--- src/rtl/mux2_sel_arbiter_if.sv ---
// Handshake bundle between the requesters/mux and mux2_sel_arbiter.
// The arbiter binds to the slave modport. The requester/mux side binds to the master modport.
interface mux2_sel_arbiter_if;
    logic req_a;
    logic req_b;
    logic y;
    logic s;
    logic grant_a;
    logic grant_b;
    logic busy;
    logic y_q;
    logic y_vld;

    modport master (
        output req_a,
        output req_b,
        output y,
        input  s,
        input  grant_a,
        input  grant_b,
        input  busy,
        input  y_q,
        input  y_vld
    );

    modport slave (
        input  req_a,
        input  req_b,
        input  y,
        output s,
        output grant_a,
        output grant_b,
        output busy,
        output y_q,
        output y_vld
    );
endinterface

--- src/rtl/mux2_sel_arbiter.sv ---
// mux2_sel_arbiter: round-robin arbiter that drives the select of a 2:1 mux.
// - Each grant is held for DWELL sampled cycles.
// - The fed-back mux output y is registered into y_q, and y_vld qualifies each sample.
// - Optional macro MUX_SEL_BREAK_BEFORE_MAKE_EN inserts a grant-free GAP cycle on every
//   handover between channels. s changes on the GAP->SETTLE edge.
module mux2_sel_arbiter #(
    parameter int unsigned DWELL = 4,
    parameter int unsigned CW    = 8
) (
    input logic               clk,
    input logic               rst_n,
    mux2_sel_arbiter_if.slave bus
);

    localparam longint unsigned CNT_SPAN = 64'd1 << CW;

    if (DWELL < 1 || DWELL > 255) begin : g_bad_dwell
        $error("mux2_sel_arbiter: DWELL must be in 1..255");
    end
    if (CNT_SPAN <= 64'(DWELL)) begin : g_bad_cw
        $error("mux2_sel_arbiter: CW too narrow for DWELL");
    end

    typedef enum logic [1:0] {
        IDLE   = 2'd0,
        SETTLE = 2'd1,
        HOLD   = 2'd2
`ifdef MUX_SEL_BREAK_BEFORE_MAKE_EN
        ,
        GAP    = 2'd3
`endif
    } state_t;

    state_t        state_q, state_d;
    logic          s_q, s_d;
    logic          ga_q, ga_d;
    logic          gb_q, gb_d;
    logic [CW-1:0] cnt_q, cnt_d;
    logic          last_q, last_d;   // 1: channel b was served last
    logic          yq_q;
    logic          yvld_q;

    logic          own_req;
    logic          other_req;
    logic          pick_b;

    // The granted channel always matches s, so s identifies the owner.
    assign own_req   = s_q ? bus.req_b : bus.req_a;
    assign other_req = s_q ? bus.req_a : bus.req_b;
    // Pick b when b is the only requester, or when both request and a was served last.
    assign pick_b    = bus.req_b && (!bus.req_a || !last_q);

    // Next-state, next-select and grant decisions.
    always_comb begin
        state_d = state_q;
        s_d     = s_q;
        ga_d    = ga_q;
        gb_d    = gb_q;
        cnt_d   = cnt_q;
        last_d  = last_q;
        case (state_q)
            IDLE: begin
                if (bus.req_a || bus.req_b) begin
                    s_d     = pick_b;
                    ga_d    = !pick_b;
                    gb_d    = pick_b;
                    state_d = SETTLE;
                end
            end
            SETTLE: begin
                cnt_d   = CW'(DWELL - 1);
                state_d = HOLD;
            end
            HOLD: begin
                if (cnt_q == '0 || !own_req) begin
                    last_d = s_q;
                    if (other_req) begin
`ifdef MUX_SEL_BREAK_BEFORE_MAKE_EN
                        ga_d    = 1'b0;
                        gb_d    = 1'b0;
                        state_d = GAP;
`else
                        s_d     = !s_q;
                        ga_d    = s_q;
                        gb_d    = !s_q;
                        state_d = SETTLE;
`endif
                    end else if (own_req) begin
                        state_d = SETTLE;
                    end else begin
                        ga_d    = 1'b0;
                        gb_d    = 1'b0;
                        state_d = IDLE;
                    end
                end else begin
                    cnt_d = cnt_q - CW'(1);
                end
            end
`ifdef MUX_SEL_BREAK_BEFORE_MAKE_EN
            GAP: begin
                // s still holds the old owner, so the new owner is its complement.
                s_d     = !s_q;
                ga_d    = s_q;
                gb_d    = !s_q;
                state_d = SETTLE;
            end
`endif
            default: begin
                ga_d    = 1'b0;
                gb_d    = 1'b0;
                state_d = IDLE;
            end
        endcase
    end

    // State, select, grant, counter and round-robin registers.
    always_ff @(posedge clk or negedge rst_n) begin
        if (!rst_n) begin
            state_q <= IDLE;
            s_q     <= 1'b0;
            ga_q    <= 1'b0;
            gb_q    <= 1'b0;
            cnt_q   <= '0;
            last_q  <= 1'b1;
        end else begin
            state_q <= state_d;
            s_q     <= s_d;
            ga_q    <= ga_d;
            gb_q    <= gb_d;
            cnt_q   <= cnt_d;
            last_q  <= last_d;
        end
    end

    // y is sampled on each edge that enters or stays in HOLD.
    // y_vld is therefore high exactly during HOLD cycles.
    always_ff @(posedge clk or negedge rst_n) begin
        if (!rst_n) begin
            yq_q   <= 1'b0;
            yvld_q <= 1'b0;
        end else begin
            yvld_q <= (state_d == HOLD);
            if (state_d == HOLD) begin
                yq_q <= bus.y;
            end
        end
    end

    assign bus.s       = s_q;
    assign bus.grant_a = ga_q;
    assign bus.grant_b = gb_q;
    assign bus.busy    = (state_q != IDLE);
    assign bus.y_q     = yq_q;
    assign bus.y_vld   = yvld_q;

`ifndef SYNTHESIS
    a_grant_excl: assert property (@(posedge clk) disable iff (!rst_n)
        !(ga_q && gb_q));
    a_vld_in_hold: assert property (@(posedge clk) disable iff (!rst_n)
        yvld_q |-> (state_q == HOLD));
    a_s_stable: assert property (@(posedge clk) disable iff (!rst_n)
        ($past(ga_q || gb_q) && (ga_q || gb_q) && (s_q != $past(s_q))) |-> (state_q == SETTLE));
`endif

endmodule
--- src/flat_wrapper.sv ---
// flat-port wrapper written by rule: the top's interface ports become plain ports
module mux2_sel_arbiter_flat 
#(
    parameter int unsigned DWELL = 4,
    parameter int unsigned CW    = 8
)
  (clk, rst_n, bus_req_a, bus_req_b, bus_y, bus_s, bus_grant_a, bus_grant_b, bus_busy, bus_y_q, bus_y_vld);
  mux2_sel_arbiter_if bus_i ();
  input logic clk;
  input logic rst_n;
  input wire logic [$bits(bus_i.req_a)-1:0] bus_req_a;
  input wire logic [$bits(bus_i.req_b)-1:0] bus_req_b;
  input wire logic [$bits(bus_i.y)-1:0] bus_y;
  output wire logic [$bits(bus_i.s)-1:0] bus_s;
  output wire logic [$bits(bus_i.grant_a)-1:0] bus_grant_a;
  output wire logic [$bits(bus_i.grant_b)-1:0] bus_grant_b;
  output wire logic [$bits(bus_i.busy)-1:0] bus_busy;
  output wire logic [$bits(bus_i.y_q)-1:0] bus_y_q;
  output wire logic [$bits(bus_i.y_vld)-1:0] bus_y_vld;
  assign bus_i.req_a = bus_req_a;
  assign bus_i.req_b = bus_req_b;
  assign bus_i.y = bus_y;
  assign bus_s = bus_i.s;
  assign bus_grant_a = bus_i.grant_a;
  assign bus_grant_b = bus_i.grant_b;
  assign bus_busy = bus_i.busy;
  assign bus_y_q = bus_i.y_q;
  assign bus_y_vld = bus_i.y_vld;
  mux2_sel_arbiter #(.DWELL(DWELL), .CW(CW)) u_core (.clk(clk), .rst_n(rst_n), .bus(bus_i));
endmodule
--- config.mk ---
export PLATFORM = sky130hd
export DESIGN_NAME = mux2_sel_arbiter_flat
export DESIGN_NICKNAME = d
export VERILOG_FILES = /design/src/rtl/mux2_sel_arbiter_if.sv /design/src/rtl/mux2_sel_arbiter.sv /design/src/flat_wrapper.sv
export SDC_FILE = /design/constraint.sdc
export NUM_CORES = 1
export LEC_CHECK = 0
export CAP_MARGIN = 30
export CELL_PAD_IN_SITES_DETAIL_PLACEMENT = 0
export CELL_PAD_IN_SITES_GLOBAL_PLACEMENT = 1
export CORE_MARGIN = 4
export CORE_UTILIZATION = 41
export DETAILED_ROUTE_END_ITERATION = 10
export GPL_TIMING_DRIVEN = 0
export PLACE_DENSITY_LB_ADDON = 0.1
export SLEW_MARGIN = 20
export SYNTH_ARGS = -nofsm -noshare
export SYNTH_HDL_FRONTEND = slang
export SYNTH_SLANG_ARGS = --single-unit
--- constraint.sdc ---
create_clock -name clk -period 2.16 [get_ports clk]
set_input_delay 0.432 -clock clk [delete_from_list [all_inputs] [get_ports clk]]
set_output_delay 0.432 -clock clk [all_outputs]
set_load 0.03 [all_outputs]
==> results of run 1 <==
==> logic make-up after synthesis <==
group,after synthesis
adder cells (fa/ha/maj),2
flip-flops,16
buffers and inverters,12
multiplexers,9
AO/OA/AOI/OAI,18
AND/OR/NAND/NOR,37
==> state kept, by name, summed over array words and instances, names as in the netlist <==
name,cells
u_core.cnt_q,8
u_core.last_q,1
u_core.state_q,2
u_core.bus.s,1
u_core.bus.y_vld,1
u_core.bus.y_q,1
u_core.bus.grant_a,1
u_core.bus.grant_b,1
==> placed cells by master (no fill, tap or decap), types with 3 or more instances in the layout <==
cell type / n
a21oi_1: 4
clkbuf_4: 3
clkdlybuf4s50_1: 8
dfrtp_1: 15
inv_1: 8
mux2i_1: 7
nand2_1: 12
nand3_1: 4
nor3_1: 7
o21ai_0: 4
==> cell type report <==
type	instances	area [um^2]
sequential	16	402
inverter	8	30.0
fill	205	977
buffer	4	31.3
timing repair buffer	9	88.8
multi-input combinational	66	463
clock buffer	4	36.3
tap	27	33.8
==> metal layers <==
metal	up-vias	track usage	wire length [um]
li1	361	-	-
met1	348	0.182	880
met2	11	0.211	843
met3	4	0.0513	78
met4	0	0.0417	25
met5	-	0	0
==> per-stage QoR <==
stage | cell area (um^2) | utilization | setup slack (ns) | hold slack [ns] | instances
after floorplan | 926 | - | 0.498 | 0.136 | 94
after global placement | 1050 | 0.509 | 0.0534 | 0.483 | 130
after detailed placement | 1050 | 0.509 | 0.0564 | 0.495 | 130
after CTS | 1080 | 0.526 | 0.197 | 0.418 | 134
after global routing | 1080 | 0.526 | 0.103 | 0.429 | 134
final | 1080 | 0.526 | 0.207 | 0.422 | 134
==> power groups by stage <==
stage               Clock [W]  Sequential, W  Combinational, W
floorplan                   0       0.000568          0.000442
global placement            0       0.000494          0.000726
detailed placement          0       0.000498          0.000744
CTS                  0.000203       0.000493          0.000739
global route         0.000225       0.000505          0.000817
finish               0.000200       0.000492          0.000727
==> timing repair <==
| item | 4_1_cts | 5_1_grt |
|---|---|---|
| hold endpoints to repair | 0 | 0 |
| setup endpoints to repair | 1 | 0 |
| gates resized for setup | 1 | 0 |
==> how the worst max path moves through the flow <==
stage	start	end	slack, ns	depth (start not counted)
after detailed placement	bus_req_b	u_core.cnt_q[7]	0.06	6
after CTS	u_core.state_q[0]	bus_busy	0.20	3
after global routing	u_core.cnt_q[0]	u_core.cnt_q[4]	0.10	7
after floorplan	u_core.bus.s	u_core.bus.grant_a	0.50	4
final	u_core.state_q[0]	bus_busy	0.21	3
after global placement	bus_req_b	u_core.bus.y_q	0.05	5
==> worst register-to-register path, stage by stage, from the launching register on <==
cell      delay [ns]
dfrtp_1         0.47
inv_1           0.10
ha_1            0.20
nor3b_2         0.17
a211oi_2        0.38
buf_4           0.24
nand3_1         0.10
mux2i_1         0.15
==> impl_results.md, run 1 <==
* Final Slew Violations at 0
* Hold WC Path Type: in2reg
* HPWL after DPL at 1370 um
* Slew margin rel. at 0.522
* Post-CTS setup buffers at 0
* Peak VDD IR at 0.873 mV
* Clock Latency Late Sink at 0.30 ns
* Yosys top cell area share at 0.405
* Status: finished clean
* Syn nets at 101
* Clk root buf: clkbuf_4
* Post-synth EDFFs at 0
* Setup Crit Path Kind: reg2out
* R2R Path End: u_core.cnt_q[7]
* I/O pin count at 11
* Post-synthesis simple-gate area fraction at 0.227
* Final-report setup violation count at 0
* GRT Total Usage at 0.139
* Post-Route WL at 1830 um
* RSZ-0062 raised after global routing: no
* Sw power at around 0.00059 W
* Hold_buf cts at 0
* IO buf count at 9
* Area Growth Syn to Fin at 17.2%
* CP peak stage delay at 0.36 ns
* R2r startpoint: u_core.cnt_q[0]
* Leakage Power at 0.508 nW
* R2R setup slack at 0.23 ns
* DR iter-0 viols at 8
* Antenna violations before repair at 0
* Core area at 0.00206 mm^2
* Largest net degree at the start of global routing at 17
* Clk sinks at 16
* Compound-cell area share of the yosys netlist at 0.142
* Die height at 55.5 um
* Min Clock Period, post-route at ~2.0 ns
* Max Fclk at 0.512 GHz
* CP Buf/Inv Count at 2
* Post-synthesis mux area share at 0.104
* Starting Density at 0.449
* Cell taking the most area after synthesis: dfrtp_1
* Top cells by count, synth: dfrtp_1 (15), nand2_1 (12), inv_1 (8), mux2i_1 (7), nor3_1 (7)
* Sequential Power Share at 0.347
* GPL Wtd Cong at 0.754
* Slew @ Worst Pin at 0.714 ns
* Post-synth ARST share at 1.00
* Drt wl/cell at around 14 um
* NumNets Final at 115
* Worst Hold Path EP: u_core.state_q[0]
* DRC viols at 0
* Comb pwr share at 0.512
* Clock Tree Buf Depth at 2
* Register area share after synthesis at 0.434
* Primary FF master, synth: dfrtp_1
* TritonCTS buffer count at 3
* Ant diodes at 0
* Setup TNS at 0 ns
* Hold path cells at 2
* Vias in the first global route at 744
* Die W at 55.5 um
* Post-Synthesis Cells at 94
* First-pass DRT Iterations at 3
* Syn Area/Cell at 9.85 um^2
* Total power at between 0.001 and 0.0015 W
* Post-Synth Adder-Cell Area at 0.0270
* Top delay family on crit path: buffers and inverters
* XOR/XNOR Fraction of Synth Area at 0
* Largest family of logic cells by synthesized area: simple AND/OR/NAND/NOR gates
* Clock-pin slew on the worst setup and hold paths at 0.09 ns
* Layout cells sized above 1 at 0.178
* Max cap viols at 0
* Switching share of power at 0.419
* CP endpoint kind: output port
* Hold Startpoint: bus_req_a
* Crit-path slowest cell: dfrtp_1
* WP data arrival at 1.52 ns
* Req. time, crit path at 1.73 ns
* Global-route wire length before repair at about 3400 um
* Seq cells post-synth at 16
* Ys Warns at 0
* Synth top area cells: dfrtp_1 (41%), mux2i_1 (7.6%), nand2_1 (4.9%)
* PwrDens at 1310 mW/mm^2
* Maximum fanout count along the critical path at 10
* Final ANT Viol Nets at 0
* Hold Vio Cnt, Final at 0
* Row count at 16
* Power Internal at 0.000824 W
* Cell with the most instances after synthesis: dfrtp_1
* Mapped cell area at 926 um^2
* Worst R2R Path Depth at 7
* Via/cell ratio at roughly 5.4
* Clock Power Share at 0.141
* Vias at 724
* Layout Skew at between 0.006 and 0.007 ns
* Final Cycle Share at 0.904
* CTS tree: yes
* Crit-path cells: clkbuf_2 -> or2_2 -> dlygate4sd2_1
* Die Footprint at between 0.003 and 0.004 mm^2
* GRT Residual Overflow at 0
* Synth unique cells at 36
* # H-tree levels at 1
* CP Launch Type: flip-flop
No activity file was read; power rests on OpenSTA's default activity.
==> run 2: changes to the inputs <==
--- a/config.mk
+++ b/config.mk
@@ -5,11 +5,13 @@
 export SDC_FILE = /design/constraint.sdc
 export NUM_CORES = 1
 export LEC_CHECK = 0
+export ABC_CLOCK_PERIOD_IN_PS = 2160
 export CAP_MARGIN = 30
 export CELL_PAD_IN_SITES_DETAIL_PLACEMENT = 0
 export CELL_PAD_IN_SITES_GLOBAL_PLACEMENT = 1
 export CORE_MARGIN = 4
 export CORE_UTILIZATION = 41
+export CTS_CLUSTER_DIAMETER = 30
 export DETAILED_ROUTE_END_ITERATION = 10
 export GPL_TIMING_DRIVEN = 0
 export PLACE_DENSITY_LB_ADDON = 0.1
@@ -17,3 +19,4 @@
 export SYNTH_ARGS = -nofsm -noshare
 export SYNTH_HDL_FRONTEND = slang
 export SYNTH_SLANG_ARGS = --single-unit
+export TNS_END_PERCENT = 20
==> results of run 2 <==
No change in the layout: final DEF, timing and power equal those of run 1.
